## config.mk

```make
export PLATFORM = sky130hd
export DESIGN_NAME = sound_event_scheduler_flat
export DESIGN_NICKNAME = d
export VERILOG_FILES = /design/src/rtl/sound_event_scheduler_if.sv /design/src/rtl/sound_event_scheduler.sv /design/src/flat_wrapper.sv
export SDC_FILE = /design/constraint.sdc
export NUM_CORES = 1
export LEC_CHECK = 0
export CAP_MARGIN = 20
export CELL_PAD_IN_SITES_DETAIL_PLACEMENT = 0
export CELL_PAD_IN_SITES_GLOBAL_PLACEMENT = 1
export CORE_MARGIN = 3
export CORE_UTILIZATION = 46
export DETAILED_ROUTE_END_ITERATION = 6
export MAX_ROUTING_LAYER = met4
export PLACE_DENSITY_LB_ADDON = 0.1
export SLEW_MARGIN = 25
export SYNTH_ARGS = -nofsm -noshare
export SYNTH_HDL_FRONTEND = slang
export SYNTH_SLANG_ARGS = --single-unit
```

## constraint.sdc

```tcl
create_clock -name clk -period 5.85 [get_ports clk]
set_input_delay 0.8775 -clock clk [delete_from_list [all_inputs] [get_ports clk]]
set_output_delay 0.8775 -clock clk [all_outputs]
set_load 0.01 [all_outputs]
```

## src/rtl/sound_event_scheduler_if.sv

```systemverilog
// Bundle between the game logic / tone generators and the sound event scheduler.
// master = game side (drives events and generator waves), slave = the scheduler.
interface sound_event_scheduler_if;
    logic jumpForward;
    logic jumpBackward;
    logic jumpRight;
    logic jumpLeft;
    logic win;
    logic lose;
    logic jumpSoundIn;
    logic winSoundIn;
    logic loseSoundIn;
    logic enableJumpSound;
    logic enableWinSound;
    logic enableLoseSound;
    logic busy;
    logic sound;

    modport master (
        output jumpForward, jumpBackward, jumpRight, jumpLeft, win, lose,
        output jumpSoundIn, winSoundIn, loseSoundIn,
        input  enableJumpSound, enableWinSound, enableLoseSound, busy, sound
    );

    modport slave (
        input  jumpForward, jumpBackward, jumpRight, jumpLeft, win, lose,
        input  jumpSoundIn, winSoundIn, loseSoundIn,
        output enableJumpSound, enableWinSound, enableLoseSound, busy, sound
    );
endinterface

```

## src/rtl/sound_event_scheduler.sv

```systemverilog
// Captures jump/win/lose edges, arbitrates lose > win > jump, times one generator enable
// at a time (with a silent gap after each sound) and registers the granted wave to the speaker.
module sound_event_scheduler #(
    parameter int JUMP_CYCLES = 2_500_000,
    parameter int WIN_CYCLES  = 25_000_000,
    parameter int LOSE_CYCLES = 20_000_000,
    parameter int GAP_CYCLES  = 250_000
) (
    input  logic                          clk,
    input  logic                          reset,
    sound_event_scheduler_if.slave        bus
);
    localparam int MAX_JW     = (JUMP_CYCLES > WIN_CYCLES) ? JUMP_CYCLES : WIN_CYCLES;
    localparam int MAX_LG     = (LOSE_CYCLES > GAP_CYCLES) ? LOSE_CYCLES : GAP_CYCLES;
    localparam int MAX_CYCLES = (MAX_JW > MAX_LG) ? MAX_JW : MAX_LG;
    localparam int CNT_W      = (MAX_CYCLES > 1) ? $clog2(MAX_CYCLES) : 1;

    localparam logic [CNT_W-1:0] JUMP_LOAD = CNT_W'(JUMP_CYCLES - 1);
    localparam logic [CNT_W-1:0] WIN_LOAD  = CNT_W'(WIN_CYCLES - 1);
    localparam logic [CNT_W-1:0] LOSE_LOAD = CNT_W'(LOSE_CYCLES - 1);
    localparam logic [CNT_W-1:0] GAP_LOAD  = CNT_W'(GAP_CYCLES - 1);

    typedef enum logic [1:0] {ST_IDLE, ST_PLAY, ST_GAP} state_e;
    typedef enum logic [1:0] {SEL_JUMP, SEL_WIN, SEL_LOSE} sel_e;

    state_e           state_q, state_d;
    sel_e             sel_q, sel_d;
    sel_e             grant_sel;
    logic [CNT_W-1:0] cnt_q, cnt_d;
    logic             pend_jump_q, pend_jump_d;
    logic             pend_win_q, pend_win_d;
    logic             pend_lose_q, pend_lose_d;
    logic             en_jump_q, en_jump_d;
    logic             en_win_q, en_win_d;
    logic             en_lose_q, en_lose_d;
    logic             busy_q, busy_d;
    logic             sound_q, sound_d;
    logic [5:0]       lvl_q, lvl_d;
    logic [5:0]       rise;
    logic             jump_edge, win_edge, lose_edge, play_jump, grant;

    function automatic logic [CNT_W-1:0] load_for(input sel_e s);
        case (s)
            SEL_WIN:  return WIN_LOAD;
            SEL_LOSE: return LOSE_LOAD;
            default:  return JUMP_LOAD;
        endcase
    endfunction

    // Bit order {lose, win, jumpLeft, jumpRight, jumpBackward, jumpForward}.
    assign lvl_d     = {bus.lose, bus.win, bus.jumpLeft, bus.jumpRight,
                        bus.jumpBackward, bus.jumpForward};
    assign rise      = lvl_d & ~lvl_q;
    assign jump_edge = |rise[3:0];
    assign win_edge  = rise[4];
    assign lose_edge = rise[5];
    assign play_jump = (state_q == ST_PLAY) && (sel_q == SEL_JUMP);

    // NOTE: every variable gets a default first so no path through the block infers a latch.
    always_comb begin
        state_d     = state_q;
        sel_d       = sel_q;
        cnt_d       = cnt_q;
        pend_jump_d = pend_jump_q;
        pend_win_d  = pend_win_q;
        pend_lose_d = pend_lose_q;
        grant       = 1'b0;
        grant_sel   = SEL_JUMP;

        case (state_q)
            ST_IDLE: begin
                grant = pend_lose_q | pend_win_q | pend_jump_q;
                if (pend_lose_q)     grant_sel = SEL_LOSE;
                else if (pend_win_q) grant_sel = SEL_WIN;
            end
            ST_PLAY: begin
                if (play_jump && (pend_lose_q || pend_win_q)) begin
                    grant     = 1'b1;
                    grant_sel = pend_lose_q ? SEL_LOSE : SEL_WIN;
                end else if (play_jump && jump_edge) begin
                    cnt_d = JUMP_LOAD;
                end else if (cnt_q == '0) begin
                    state_d = ST_GAP;
                    cnt_d   = GAP_LOAD;
                end else begin
                    cnt_d = cnt_q - CNT_W'(1);
                end
            end
            ST_GAP: begin
                if (cnt_q == '0) state_d = ST_IDLE;
                else             cnt_d   = cnt_q - CNT_W'(1);
            end
            default: state_d = ST_IDLE;
        endcase

        if (grant) begin
            state_d = ST_PLAY;
            sel_d   = grant_sel;
            cnt_d   = load_for(grant_sel);
            case (grant_sel)
                SEL_LOSE: pend_lose_d = 1'b0;
                SEL_WIN:  pend_win_d  = 1'b0;
                default:  pend_jump_d = 1'b0;
            endcase
        end

        // A jump edge while a jump is playing extends it instead of queueing another.
        pend_jump_d = pend_jump_d | (jump_edge & ~play_jump);
        pend_win_d  = pend_win_d  | win_edge;
        pend_lose_d = pend_lose_d | lose_edge;

        en_jump_d = (state_d == ST_PLAY) && (sel_d == SEL_JUMP);
        en_win_d  = (state_d == ST_PLAY) && (sel_d == SEL_WIN);
        en_lose_d = (state_d == ST_PLAY) && (sel_d == SEL_LOSE);
        busy_d    = (state_d != ST_IDLE);
        sound_d   = (en_jump_q & bus.jumpSoundIn) | (en_win_q & bus.winSoundIn)
                  | (en_lose_q & bus.loseSoundIn);
    end

    // NOTE: sequential state uses non-blocking assignments so every flop samples pre-edge values.
    always_ff @(posedge clk) begin
        lvl_q <= lvl_d;
        if (reset) begin
            state_q     <= ST_IDLE;
            sel_q       <= SEL_JUMP;
            cnt_q       <= '0;
            pend_jump_q <= 1'b0;
            pend_win_q  <= 1'b0;
            pend_lose_q <= 1'b0;
            en_jump_q   <= 1'b0;
            en_win_q    <= 1'b0;
            en_lose_q   <= 1'b0;
            busy_q      <= 1'b0;
            sound_q     <= 1'b0;
        end else begin
            state_q     <= state_d;
            sel_q       <= sel_d;
            cnt_q       <= cnt_d;
            pend_jump_q <= pend_jump_d;
            pend_win_q  <= pend_win_d;
            pend_lose_q <= pend_lose_d;
            en_jump_q   <= en_jump_d;
            en_win_q    <= en_win_d;
            en_lose_q   <= en_lose_d;
            busy_q      <= busy_d;
            sound_q     <= sound_d;
        end
    end

    assign bus.enableJumpSound = en_jump_q;
    assign bus.enableWinSound  = en_win_q;
    assign bus.enableLoseSound = en_lose_q;
    assign bus.busy            = busy_q;
    assign bus.sound           = sound_q;
endmodule

```

## src/flat_wrapper.sv

```systemverilog
// flat-port wrapper written by rule: the top's interface ports become plain ports
module sound_event_scheduler_flat 
#(
    parameter int JUMP_CYCLES = 2_500_000,
    parameter int WIN_CYCLES  = 25_000_000,
    parameter int LOSE_CYCLES = 20_000_000,
    parameter int GAP_CYCLES  = 250_000
)
  (clk, reset, bus_jumpForward, bus_jumpBackward, bus_jumpRight, bus_jumpLeft, bus_win, bus_lose, bus_jumpSoundIn, bus_winSoundIn, bus_loseSoundIn, bus_enableJumpSound, bus_enableWinSound, bus_enableLoseSound, bus_busy, bus_sound);
  sound_event_scheduler_if bus_i ();
  input  logic clk;
  input  logic reset;
  input wire logic [$bits(bus_i.jumpForward)-1:0] bus_jumpForward;
  input wire logic [$bits(bus_i.jumpBackward)-1:0] bus_jumpBackward;
  input wire logic [$bits(bus_i.jumpRight)-1:0] bus_jumpRight;
  input wire logic [$bits(bus_i.jumpLeft)-1:0] bus_jumpLeft;
  input wire logic [$bits(bus_i.win)-1:0] bus_win;
  input wire logic [$bits(bus_i.lose)-1:0] bus_lose;
  input wire logic [$bits(bus_i.jumpSoundIn)-1:0] bus_jumpSoundIn;
  input wire logic [$bits(bus_i.winSoundIn)-1:0] bus_winSoundIn;
  input wire logic [$bits(bus_i.loseSoundIn)-1:0] bus_loseSoundIn;
  output wire logic [$bits(bus_i.enableJumpSound)-1:0] bus_enableJumpSound;
  output wire logic [$bits(bus_i.enableWinSound)-1:0] bus_enableWinSound;
  output wire logic [$bits(bus_i.enableLoseSound)-1:0] bus_enableLoseSound;
  output wire logic [$bits(bus_i.busy)-1:0] bus_busy;
  output wire logic [$bits(bus_i.sound)-1:0] bus_sound;
  assign bus_i.jumpForward = bus_jumpForward;
  assign bus_i.jumpBackward = bus_jumpBackward;
  assign bus_i.jumpRight = bus_jumpRight;
  assign bus_i.jumpLeft = bus_jumpLeft;
  assign bus_i.win = bus_win;
  assign bus_i.lose = bus_lose;
  assign bus_i.jumpSoundIn = bus_jumpSoundIn;
  assign bus_i.winSoundIn = bus_winSoundIn;
  assign bus_i.loseSoundIn = bus_loseSoundIn;
  assign bus_enableJumpSound = bus_i.enableJumpSound;
  assign bus_enableWinSound = bus_i.enableWinSound;
  assign bus_enableLoseSound = bus_i.enableLoseSound;
  assign bus_busy = bus_i.busy;
  assign bus_sound = bus_i.sound;
  sound_event_scheduler #(.JUMP_CYCLES(JUMP_CYCLES), .WIN_CYCLES(WIN_CYCLES), .LOSE_CYCLES(LOSE_CYCLES), .GAP_CYCLES(GAP_CYCLES)) u_core (.clk(clk), .reset(reset), .bus(bus_i));
endmodule
```

==> metrics, run 1 <==
max-cap violation count=0; Post-synth EDFFs=0; Cell Chain, Critical Path=ha_1 -> or4b_2 -> nor4_1 -> a31oi_1 -> nor2_1 -> o21ai_0 -> a21oi_1; Startpoint Class=flip-flop; sequential area share after synthesis=35.6%; DRT antenna net count=0; Static Leakage=0.000965 uW; Slew Viols, Final=0; Slew headroom=35.4%; worst min path class=flip-flop to flip-flop; r2r setup slk=2.59 ns; share of layout cells above drive strength 1=9.74%; Synth Net Count=317; Routability Congestion=0.855; ant diodes=0; Netlist cell types=51; Critical R2R Launch=u_core.state_q[1]; clk sinks=43; Die Span X=78.5 um; worst reg2reg path depth=7; Worst path top cell family by delay=simple AND/OR/NAND/NOR gates; status=finished, final reports clean; Syn-to-layout area delta=13.2%; number of I/O port buffers=15; Slowest cell on crit path=nor2_1; ys flop type=dfxtp_1; post_cts resized=0; CP max stage delay=0.75 ns; crit path max fanout=11; Placeable Area=4910 um2; WHS Path Cells=2; DP Wirelength=4.47 mm; largest net degree at the start of global routing=37; fin util=55.8%; RSZ-0062 raised after global routing=false; Yosys warnings=0; initial antenna violation count=0; commonest non-fill, non-tap cells in the layout=dfxtp_1, a21oi_1, nor2_1; die height=78.5 um; CTS tree=yes; Worst setup EP type=flip-flop; Post-CTS Hold Buffers=0; period utilization=55.8%; vias in the first global route=2113; Final #Nets=327; syn avg cell area=8.15 um2; H-Tree Level Count=2; setup TNS=0 ns; commonest non-fill, non-tap cell in the layout=dfxtp_1; CP bufs+invs=0; Crit path required time=6.08 ns; Tightest Pin Transition=0.964 ns; first-pass GRT wire length=10.7 mm; Num CTS Buffers=5; routed len/inst=17.0 um; clk_lat worst skew=0.30 ns; WS Path Type=flip-flop to flip-flop; synthesized cell area=2420 um2; IO Pins=16; ys async rst share=0%; Min-Delay Endpoint=u_core.cnt_q[23]; total setup buffers inserted after CTS=0; die area=6170 um2; Initial Util=49.3%; DRT Wirelength=6.36 mm; Clock transition at path regs=0.08 ns; r2r endpoint=u_core.cnt_q[19]; Total GRT Usage=22.3%; Worst EP arrival=3.50 ns; Max Fclk=0.306 GHz; Setup Skew=0.00449 ns; worst vdd ir=210 uV; power per cell area=526 nW/um2; minimum clock period=3.26 ns; # rows=25; CTS root buf=clkbuf_8; Final Hold Violating Endpoints=0; Initial DRT Pass Iterations=6; synthesized flop and latch total=43; via count=2308; Worst Min Path Start=u_core.cnt_q[23]; Cells after Synth=297; GRT overflow=0; Setup-failing EPs final=0; 1st-iter DRT viols=297; Via density=6.15; clock buffer depth=2; # DRC=0
## worst register-to-register path: cells and delay by family (launching register included)
kind / cells / cell delay (ns)
simple gates: 3 / 1.70
compound gates: 3 / 0.75
flops: 1 / 0.44
fa+ha+maj: 1 / 0.30
## through the flow
stage	hold slack, ns	setup WS [ns]	cells	instance area (um2)	power (uW)
6_report	0.480	2.59	375	2740	1440
5_1_grt	0.516	2.32	375	2740	1550
4_1_cts	0.483	2.62	375	2740	1440
3_5_place_dp	0.473	2.55	367	2610	1150
3_3_place_gp	0.470	2.56	367	2610	1150
2_1_floorplan	0.452	3.25	297	2420	977
## flip-flops by register name (all words and copies together) (netlist names)
signal	count
u_core.bus.sound	1
u_core.bus.enableLoseSound	1
u_core.lvl_q	6
u_core.pend_jump_q	1
u_core.sel_q	2
u_core.bus.busy	1
u_core.bus.enableWinSound	1
u_core.pend_win_q	1
u_core.pend_lose_q	1
u_core.state_q	2
u_core.cnt_q	25
u_core.bus.enableJumpSound	1
## how the worst max path moves through the flow
| stage | start | endpoint | slack [ns] | cells after the start |
|---|---|---|---|---|
| global placement | bus_jumpBackward | u_core.cnt_q[11] | 2.56 | 7 |
| global route | u_core.state_q[1] | u_core.cnt_q[16] | 2.32 | 7 |
| detailed placement | bus_jumpBackward | u_core.cnt_q[6] | 2.55 | 7 |
| floorplan | bus_jumpBackward | u_core.bus.busy | 3.25 | 6 |
| finish | u_core.state_q[1] | u_core.cnt_q[19] | 2.59 | 7 |
| CTS | u_core.state_q[1] | u_core.cnt_q[19] | 2.62 | 7 |
## cells by family (layout without fill, tap and decap cells)
group           Yosys count  count (layout)  share of synthesized area, %
flops                    43              43                          35.6
mux                       3               3                          1.34
compound gates           91              91                          24.4
buf+inv                  27              38                          4.96
fa+ha+maj                 9               9                          4.65
simple gates            124             124                          29.1
## cell usage after synthesis, drive strengths merged, types with 3 or more instances
cell type	number	area share (%)
dfxtp	43	36
a21oi	34	7.0
nor2	32	5.4
nor3	19	3.9
o21ai	17	3.5
nor4	16	4.8
nand2	14	2.2
inv	12	1.9
clkbuf	10	1.6
ha	9	4.7
or3	7	1.9
or4	7	2.8
nor2b	6	1.6
nor3b	6	1.9
a211oi	5	1.6
buf	5	1.6
a31oi	4	1.0
o211ai	4	1.2
o41ai	4	1.4
a311oi	3	1.1
nand2b	3	0.78
nand3	3	0.62
o31ai	3	0.93
or2	3	0.78
## metal layers
| metal | track usage [%] | wire length, um |
|---|---|---|
| met1 | 31.8 | 3150 |
| met2 | 32.0 | 2730 |
| met3 | 4.24 | 356 |
| met4 | 6.29 | 121 |
| met5 | - | 0 |
## layout make-up
cell class                 instances  area (um2)
inverter                          12        45.0
tap                               67        83.8
sequential                        43         861
fill                             485        2170
clock buffer                       6        72.6
timing repair buffer              18         173
multi-input combinational        227        1450
clock inverter                     2        60.1
## power breakdown
part,internal [uW],switching (uW)
Clock,171,106
Combinational,268,444
Sequential,368,85.8
Total,806,635
(Power assumes the default switching activity.)
==> run 2: changes to the inputs <==
- CORE_UTILIZATION: 46 -> 44
- clock period: 5.85 -> 3.4 ns (I/O delays scaled with it)
==> run 2 against run 1 <==
Via count rose by 0.82%. Sequential power is 73% higher. Worst hold slack better by 0.0051 ns. Routed wire length rose by 1.8%. Flip-flop and latch count unchanged. First-iteration DRC count decreased by 18%. Register-to-register slack lost 2.0 ns. Fmax increased by 17%. Count of clock-buffer cells in the layout is the same. Utilization down 2.8 points. Highest routed layer unchanged.
==> metrics, run 2 (same netlist as run 1, synthesis figures left out) <==
Total Power=2390 uW; Post-DP Area=2670 um2; Total GRT Usage=23.1%; footprint of the multi-input gates=1440 um2; Num CTS Buffers=5; clk sinks=43; Startpoint Class=flip-flop; WHS Path Cells=2; Largest regs=u_core.cnt_q: 25 flops, u_core.lvl_q: 6 flops; DRT Wirelength=6.47 mm; Slowest cell on crit path=or3b_2; worst vdd ir=415 uV; CTS tree=yes; r2r endpoint=u_core.cnt_q[24]; Worst EP arrival=3.03 ns; Initial Util=46.5%; power per cell area=865 nW/um2; number of I/O port buffers=15; Cell Chain, Critical Path=inv_1 -> ha_1 -> or3b_2 -> nor4_4 -> a31oi_1 -> nand2b_1 -> o211a_1 -> nor3_1; status=finished, final reports clean; Tightest Pin Transition=0.666 ns; CP max stage delay=0.56 ns; Setup-failing EPs final=0; combinational share of power=53.7%; via count=2327; die area=6430 um2; Slew headroom=55.0%; Crit path required time=3.63 ns; crit path max fanout=12; Max Fclk=0.357 GHz; Min-Delay Endpoint=u_core.cnt_q[23]; Die Span X=80.2 um; Initial DRT Pass Iterations=5; Setup Skew=0.00733 ns; Final #Nets=336; WS Path Type=flip-flop to flip-flop; Worst setup EP type=flip-flop; r2r setup slk=0.60 ns; post_cts resized=0; # DRC=0; worst reg2reg path depth=8; total setup buffers inserted after CTS=0; Static Leakage=0.000985 uW; sw frac=46.3%; commonest non-fill, non-tap cells in the layout=dfxtp_1, a21oi_1, nor2_1; vias in the first global route=2190; Slew Viols, Final=0; worst min path class=flip-flop to flip-flop; H-Tree Level Count=2; max reg flops=25; first-pass GRT wire length=11.1 mm; clock share of power=13.6%; CTS root buf=clkbuf_8; Syn-to-layout area delta=14.0%; fin util=53.0%; clock buffer depth=2; clk_lat worst skew=0.30 ns; worst setup margin=0.599 ns; setup TNS=0 ns; Worst Min Path Start=u_core.cnt_q[23]; Clock transition at path regs=0.08 ns; IO Pins=16; # rows=26; Critical R2R Launch=u_core.cnt_q[0]; Switch Pwr=1110 uW; ant diodes=0; commonest non-fill, non-tap cell in the layout=dfxtp_1; 1st-iter DRT viols=245; initial antenna violation count=0; Design Area, Final=2760 um2; DRT antenna net count=0; Via density=6.01; largest net degree at the start of global routing=36; DP Wirelength=4.64 mm; register area=861 um2; routed len/inst=16.7 um; Post-CTS Hold Buffers=0; max-cap violation count=0; RSZ-0062 raised after global routing=false; minimum clock period=2.80 ns; Placeable Area=5200 um2; period utilization=82.4%; Routability Congestion=0.891; P_int=1280 uW; worst slack at placement=0.496 ns; GRT overflow=0; Seq pwr share=32.8%; Reg with most FFs=u_core.cnt_q; # fillers=521; Final Hold Violating Endpoints=0; die height=80.2 um; share of layout cells above drive strength 1=12.0%
-- run 2: cell count changes in the layout (fill, tap and decap cells not counted) --
cell	change
buf_4	+9
bufinv_16	-2
clkinv_2	+1
clkinvlp_4	+1
nor3_1	+1
nor3_2	-1
-- run 2: metal layers --
layer | GRT usage, % | wire length [um] | up-vias
li1 | - | - | 1155
met1 | 32.9 | 3210 | 1061
met2 | 31.8 | 2690 | 100
met3 | 4.60 | 461 | 11
met4 | 8.95 | 121 | 0
met5 | - | 0 | -
-- run 2: worst max-delay path: cells and delay by family, from the launching register on --
kind                     cells  cell delay (ns)
AO/OA/AOI/OAI                2             0.53
adder cells (fa/ha/maj)      1             0.18
buffers and inverters        1             0.07
flip-flops                   1             0.35
AND/OR/NAND/NOR              4             1.60
-- run 2: power groups by stage --
stage | clock network [uW] | logic (uW) | registers [uW]
after floorplan | 0 | 932 | 749
after global placement | 0 | 1270 | 788
after detailed placement | 0 | 1250 | 787
after CTS | 338 | 1260 | 777
after global routing | 351 | 1420 | 803
final | 324 | 1280 | 782
-- run 2: how the worst max path moves through the flow --
| stage | depth (start not counted) | startpoint | slack, ns | endpoint |
|---|---|---|---|---|
| finish | 8 | u_core.cnt_q[0] | 0.60 | u_core.cnt_q[24] |
| global route | 8 | u_core.cnt_q[0] | 0.37 | u_core.cnt_q[3] |
| global placement | 7 | bus_jumpBackward | 0.56 | u_core.cnt_q[24] |
| CTS | 8 | u_core.cnt_q[0] | 0.63 | u_core.cnt_q[24] |
| detailed placement | 7 | bus_jumpBackward | 0.50 | u_core.bus.enableLoseSound |
| floorplan | 10 | u_core.cnt_q[0] | 0.93 | u_core.cnt_q[3] |
-- run 2: per-stage QoR --
stage | hold slack, ns | instances
3_3_place_gp | 0.471 | 379
3_5_place_dp | 0.478 | 379
5_1_grt | 0.529 | 387
4_1_cts | 0.492 | 387
2_1_floorplan | 0.452 | 297
6_report | 0.485 | 387
-- run 2: area by class of cell --
type                    instances  share of cell area (%)
clock buffers                   6                    2.63
flip-flops and latches         43                    31.2
well taps                      70                    3.17
multi-input cells             227                    52.2
clock inverters                 2                   0.454
inverters                      12                    1.63
repair buffers                 27                    8.71
